File: src/rtl/ecore_pwm_pkg.sv
// Shared types and default sizes for the multi-channel complementary PWM block.
// Holds the dead-time FSM state enum used by every channel instance.
package ecore_pwm_pkg;

    localparam int DEF_N_CH  = 4;
    localparam int DEF_CNT_W = 16;
    localparam int DEF_DT_W  = 8;

    typedef enum logic [1:0] {
        LOW_ON  = 2'd0,
        DEAD    = 2'd1,
        HIGH_ON = 2'd2
    } dt_state_e;

endpackage

File: src/rtl/ecore_pwm_deadtime.sv
// Per-channel dead-time generator: turns a raw PWM level into a registered
// complementary high/low pair with a break-before-make gap between them.
module ecore_pwm_deadtime
    import ecore_pwm_pkg::*;
#(
    parameter int DT_W = DEF_DT_W
) (
    input  logic            clk,
    input  logic            rst,
    input  logic            en,
    input  logic            force_off,
    input  logic            raw,
    input  logic [DT_W-1:0] deadtime,
    output logic            pwm_high,
    output logic            pwm_low
);

    dt_state_e       state_q;
    dt_state_e       state_d;
    logic [DT_W-1:0] dt_cnt_q;
    logic [DT_W-1:0] dt_cnt_d;
    logic            target_q;
    logic            target_d;
    logic            high_q;
    logic            high_d;
    logic            low_q;
    logic            low_d;

    always_ff @(posedge clk) begin
        if (rst) begin
            state_q  <= LOW_ON;
            dt_cnt_q <= '0;
            target_q <= 1'b0;
            high_q   <= 1'b0;
            low_q    <= 1'b1;
        end else begin
            state_q  <= state_d;
            dt_cnt_q <= dt_cnt_d;
            target_q <= target_d;
            high_q   <= high_d;
            low_q    <= low_d;
        end
    end

    // target_q remembers which side the channel is heading to, so a raw
    // change while DEAD is detected against it and restarts the gap.
    always_comb begin
        state_d  = state_q;
        dt_cnt_d = dt_cnt_q;
        target_d = target_q;
        if (force_off) begin
            state_d  = LOW_ON;
            dt_cnt_d = '0;
            target_d = 1'b0;
        end else if (en) begin
            unique case (state_q)
                LOW_ON: begin
                    if (raw) begin
                        target_d = 1'b1;
                        if (deadtime == '0) begin
                            state_d = HIGH_ON;
                        end else begin
                            state_d  = DEAD;
                            dt_cnt_d = deadtime;
                        end
                    end
                end
                HIGH_ON: begin
                    if (!raw) begin
                        target_d = 1'b0;
                        if (deadtime == '0) begin
                            state_d = LOW_ON;
                        end else begin
                            state_d  = DEAD;
                            dt_cnt_d = deadtime;
                        end
                    end
                end
                DEAD: begin
                    if (raw != target_q) begin
                        target_d = raw;
                        if (deadtime == '0) begin
                            if (raw) begin
                                state_d = HIGH_ON;
                            end else begin
                                state_d = LOW_ON;
                            end
                        end else begin
                            dt_cnt_d = deadtime;
                        end
                    end else if (dt_cnt_q <= DT_W'(1)) begin
                        if (target_q) begin
                            state_d = HIGH_ON;
                        end else begin
                            state_d = LOW_ON;
                        end
                    end else begin
                        dt_cnt_d = dt_cnt_q - DT_W'(1);
                    end
                end
                default: begin
                    state_d  = LOW_ON;
                    target_d = 1'b0;
                end
            endcase
        end
    end

    // Outputs are decoded from the next state and registered, so they can
    // never both be high and they settle one cycle after the raw level.
    always_comb begin
        high_d = high_q;
        low_d  = low_q;
        if (force_off) begin
            high_d = 1'b0;
            low_d  = 1'b0;
        end else if (en) begin
            high_d = (state_d == HIGH_ON);
            low_d  = (state_d == LOW_ON);
        end
    end

    assign pwm_high = high_q;
    assign pwm_low  = low_q;

endmodule

File: src/rtl/ecore_pwm_multi.sv
// Multi-channel complementary PWM: shared up-counter, shadowed period/duty/dead-time
// loaded on wrap, per-channel dead-time FSMs. Define PWM_FAULT_IN_EN for fault ports.
module ecore_pwm_multi
    import ecore_pwm_pkg::*;
#(
    parameter int N_CH  = DEF_N_CH,
    parameter int CNT_W = DEF_CNT_W,
    parameter int DT_W  = DEF_DT_W
) (
    input  logic                  wb_clk_i,
    input  logic                  wb_rst_i,
    input  logic                  en_i,
    input  logic [CNT_W-1:0]      period_i,
    input  logic [N_CH*CNT_W-1:0] duty_i,
    input  logic [DT_W-1:0]       deadtime_i,
    input  logic                  update_i,
`ifdef PWM_FAULT_IN_EN
    input  logic                  fault_i,
    input  logic                  fault_clr_i,
`endif
    output logic [N_CH-1:0]       pwm_high_o,
    output logic [N_CH-1:0]       pwm_low_o,
    output logic                  period_tick_o,
    output logic                  update_pending_o
);

    logic [CNT_W-1:0]      cnt_q;
    logic [CNT_W-1:0]      period_act_q;
    logic [N_CH*CNT_W-1:0] duty_act_q;
    logic [DT_W-1:0]       deadtime_act_q;
    logic                  pending_q;
    logic                  tick_q;
    logic                  wrap;
    logic                  load;
    logic                  force_off;
    logic [N_CH-1:0]       raw;

    // The >= compare keeps the counter bounded even if it ever sits above period.
    assign wrap = en_i && (cnt_q >= period_act_q);
    assign load = wrap && (pending_q || update_i);

    always_ff @(posedge wb_clk_i) begin
        if (wb_rst_i) begin
            cnt_q          <= '0;
            period_act_q   <= '0;
            duty_act_q     <= '0;
            deadtime_act_q <= '0;
            pending_q      <= 1'b0;
            tick_q         <= 1'b0;
        end else begin
            if (en_i) begin
                cnt_q <= wrap ? '0 : cnt_q + CNT_W'(1);
            end
            tick_q <= wrap;
            if (load) begin
                period_act_q   <= period_i;
                duty_act_q     <= duty_i;
                deadtime_act_q <= deadtime_i;
                pending_q      <= 1'b0;
            end else if (update_i) begin
                pending_q <= 1'b1;
            end
        end
    end

`ifdef PWM_FAULT_IN_EN
    logic fault_q;

    // A new fault wins over a clear arriving in the same cycle.
    always_ff @(posedge wb_clk_i) begin
        if (wb_rst_i) begin
            fault_q <= 1'b0;
        end else if (fault_i) begin
            fault_q <= 1'b1;
        end else if (fault_clr_i) begin
            fault_q <= 1'b0;
        end
    end

    assign force_off = fault_i || fault_q;
`else
    assign force_off = 1'b0;
`endif

    for (genvar k = 0; k < N_CH; k++) begin : g_ch
        assign raw[k] = (cnt_q < duty_act_q[k*CNT_W +: CNT_W]);

        ecore_pwm_deadtime #(
            .DT_W (DT_W)
        ) u_deadtime (
            .clk       (wb_clk_i),
            .rst       (wb_rst_i),
            .en        (en_i),
            .force_off (force_off),
            .raw       (raw[k]),
            .deadtime  (deadtime_act_q),
            .pwm_high  (pwm_high_o[k]),
            .pwm_low   (pwm_low_o[k])
        );
    end

    assign period_tick_o    = tick_q;
    assign update_pending_o = pending_q;

endmodule

File: config.mk
export PLATFORM = sky130hd
export DESIGN_NAME = ecore_pwm_multi
export DESIGN_NICKNAME = d
export VERILOG_FILES = /design/src/rtl/ecore_pwm_pkg.sv /design/src/rtl/ecore_pwm_deadtime.sv /design/src/rtl/ecore_pwm_multi.sv
export SDC_FILE = /design/constraint.sdc
export NUM_CORES = 1
export LEC_CHECK = 0
export CORE_MARGIN = 3
export CORE_UTILIZATION = 60
export CTS_BUF_LIST = sky130_fd_sc_hd__clkbuf_4 sky130_fd_sc_hd__clkbuf_8
export DETAILED_ROUTE_END_ITERATION = 12
export PLACE_DENSITY = 0.93
export SLEW_MARGIN = 20
export SYNTH_ARGS = -nofsm -noshare
export SYNTH_HDL_FRONTEND = slang
export SYNTH_SLANG_ARGS = --single-unit
File: constraint.sdc
create_clock -name wb_clk_i -period 6.4 [get_ports wb_clk_i]
set_input_delay 1.28 -clock wb_clk_i [delete_from_list [all_inputs] [get_ports wb_clk_i]]
set_output_delay 1.28 -clock wb_clk_i [all_outputs]
set_load 0.03 [all_outputs]
==> flow_summary.ini <==
[clock_network]
cts.path.max_buffers = 2
hold_buffers = 0
cts-htree-levels = 4
cts-buffers-inserted = 17
tritoncts = yes
path_clk_slew_ns = 0.08
cts_setup_buffers = 0
clk-insertion-delay-late_ns = 0.46
clkSinkCount = 158
cts_root_buf = clkbuf_8
post_cts_resize_count = 0

[sta]
rsz0062_at_grt = false
fin_skew_ns = 0.0181
max_freq_mhz = 268
hold_viol_final = 0
min_period_ns = 3.74
fin_crit_sh = 0.584
tightest_slew_ns = 1.07
slew_violations = 0
tns_ns = 0
max_slew_margin = 0.284
setup_viol = 0

[setup_path]
crit_type = reg2reg
slowest_delay_ns = 0.75
path_cells = ha_1 -> a21o_1 -> a211o_1 -> a221oi_1 -> o21a_1 -> mux2i_1 -> a21boi_0 -> o21ai_0 -> o2bb2ai_1
worst_ep_arrival_time_ns = 4.08
crit_fanout = 10
endpoint_kind = flip-flop
start_kind = flip-flop
reg2reg_depth = 9
critical_path.top_delay_family = compound AO/OA/AOI/OAI gates
crit_buf_inv = 0
slowest_stage = mux2i_1
cp.depth = 9
worstPathRequired_ns = 6.74

[placed_design]
place_area_um2 = 10400
gp_congestion = 0.903
dpl.hpwl_um = 16700
io_buffer_count = 101

[layout]
layout-drive-gt1-share = 0.0488
final_common_cell = nor2_1
design_area_um2 = 10800
antennaDiodeCount = 0
final_util = 0.710
final_cell_mix = nor2_1 (161), dfxtp_1 (158), inv_1 (102), clkdlybuf4s50_1 (100), mux2i_1 (99)
syn2layout_area_growth_pct = 15.5
nets = 1372

[logic_synthesis]
syn_area_per_cell_um2 = 8.32
synthesis.nets = 1304
netlist_area_um2 = 9370
ys_types = 75
yosysWarnings = 0
netlist_instances = 1127
async_reset_ff_frac = 0
synth-main-ff-cell = dfxtp_1
synth_edf_count = 0
seq_area_frac_synth = 0.337
synth_seq_cells = 158

[routing]
wl_per_cell_um = 17.1
vias_per_cell = 6.08
num_vias = 8631
ant_nets = 0
dr.pass1.iters = 7
route.detailed.drc = 0
wirelength_um = 24200
first_iter_violations = 838

[global_route]
grt_overflow = 0
grt_pass1_wl_um = 39300
antenna_found_initial = 0
grt_max_degree = 98
first_global_vias = 8302
track_usage = 0.284

[floorplanning]
die_x_um = 131
coreArea_um2 = 15300
die-area_um2 = 17200
die_h_um = 131
pin_count = 102
start_util = 0.614
rows = 45

[hold_path]
holdPathStages = 2
hp-class = reg2reg

[job]
drv_cap = 0

[outcome]
status = completed
-- worst paths after layout --
path / start / endpoint / slack (ns)
worst min-delay path: g_ch[2].u_deadtime.pwm_high$_SDFFE_PP0P_ / g_ch[2].u_deadtime.pwm_high$_SDFFE_PP0P_ / 0.48
worst min register to register: g_ch[2].u_deadtime.pwm_high$_SDFFE_PP0P_ / g_ch[2].u_deadtime.pwm_high$_SDFFE_PP0P_ / 0.48
worst max-delay path: cnt_q[6]$_SDFFE_PP0P_ / g_ch[3].u_deadtime.dt_cnt_q[2]$_SDFFE_PP0P_ / 2.66
worst max register to register: cnt_q[6]$_SDFFE_PP0P_ / g_ch[3].u_deadtime.dt_cnt_q[2]$_SDFFE_PP0P_ / 2.66
-- layout make-up --
type | count | area, µm²
repair buffers | 107 | 1070
inverters | 103 | 387
clock buffers | 23 | 298
clock inverters | 9 | 106
flip-flops and latches | 158 | 3160
well taps | 211 | 264
fillers | 1145 | 4430
multi-input cells | 808 | 5540
-- state kept, by name (all words and copies together) (netlist names), 4 cells and up, named ones only --
name,cells
g_ch.u_deadtime.dt_cnt_q,32
period_act_q,16
deadtime_act_q,8
g_ch.u_deadtime.target_q,4
duty_act_q,64
g_ch.u_deadtime.state_q,4
g_ch.u_deadtime.pwm_high,4
g_ch.u_deadtime.pwm_low,4
cnt_q,16
-- worst reg2reg max path, cell delays in order (launching register included) --
cell	delay, ns
dfxtp_1	0.72
ha_1	0.36
a21o_1	0.19
a211o_1	0.29
a221oi_1	0.29
o21a_1	0.31
mux2i_1	0.75
a21boi_0	0.41
o21ai_0	0.16
o2bb2ai_1	0.15
-- Yosys cell counts, drive strengths merged, types with 4 or more instances --
master	n	area (µm²)
o211ai	11	82.6
nand2b	10	62.6
dfxtp	158	3160
o31ai	4	35.0
a221oi	6	52.6
o32ai	8	70.1
nand3	18	95.1
mux2i	99	991
o22ai	4	25.0
nor3	20	100
nor2b	13	81.3
and3	6	37.5
nand4	18	113
xnor2	4	35.0
buf	25	165
a211oi	11	82.6
nor2	161	604
or4	10	90.1
nand2	79	297
o21a	4	30.0
inv	102	383
a211o	6	52.6
ha	85	1060
mux2	5	56.3
and4	4	35.0
or3	6	37.5
a21oi	77	385
nor4	11	90.1
a31oi	7	43.8
a21o	18	136
xor2	12	105
o21ai	43	215
clkbuf	33	124
and2	5	31.3
-- layer usage --
layer / up-vias / share of wire / wire length (µm) / GRT usage
met1: 4003 / 0.40 / 9800 / 0.362
met3: 99 / 0.080 / 1950 / 0.0565
met2: 418 / 0.47 / 11500 / 0.464
li1: 4111 / - / - / -
met4: 0 / 0.043 / 1030 / 0.131
met5: - / 0 / 0 / 0
-- stage by stage --
stage               instances  hold WS (ns)  worst slack [ns]
detailed placement       1387         0.466              2.32
finish                   1419         0.479              2.66
global placement         1387         0.464              2.36
global route             1419         0.499              2.45
CTS                      1419         0.477              2.72
floorplan                1127         0.443              3.56
-- cells by family after synthesis --
group	after synthesis	share of synthesized area
AO/OA/AOI/OAI	236	0.167
buffers and inverters	161	0.0721
XOR/XNOR	16	0.0149
multiplexers	104	0.112
AND/OR/NAND/NOR	367	0.183
adder cells (fa/ha/maj)	85	0.113
flip-flops	158	0.337
Power is left out: the tool's default activity adds up to more than one toggle a clock period on the data nets, which glitch-free logic cannot reach.
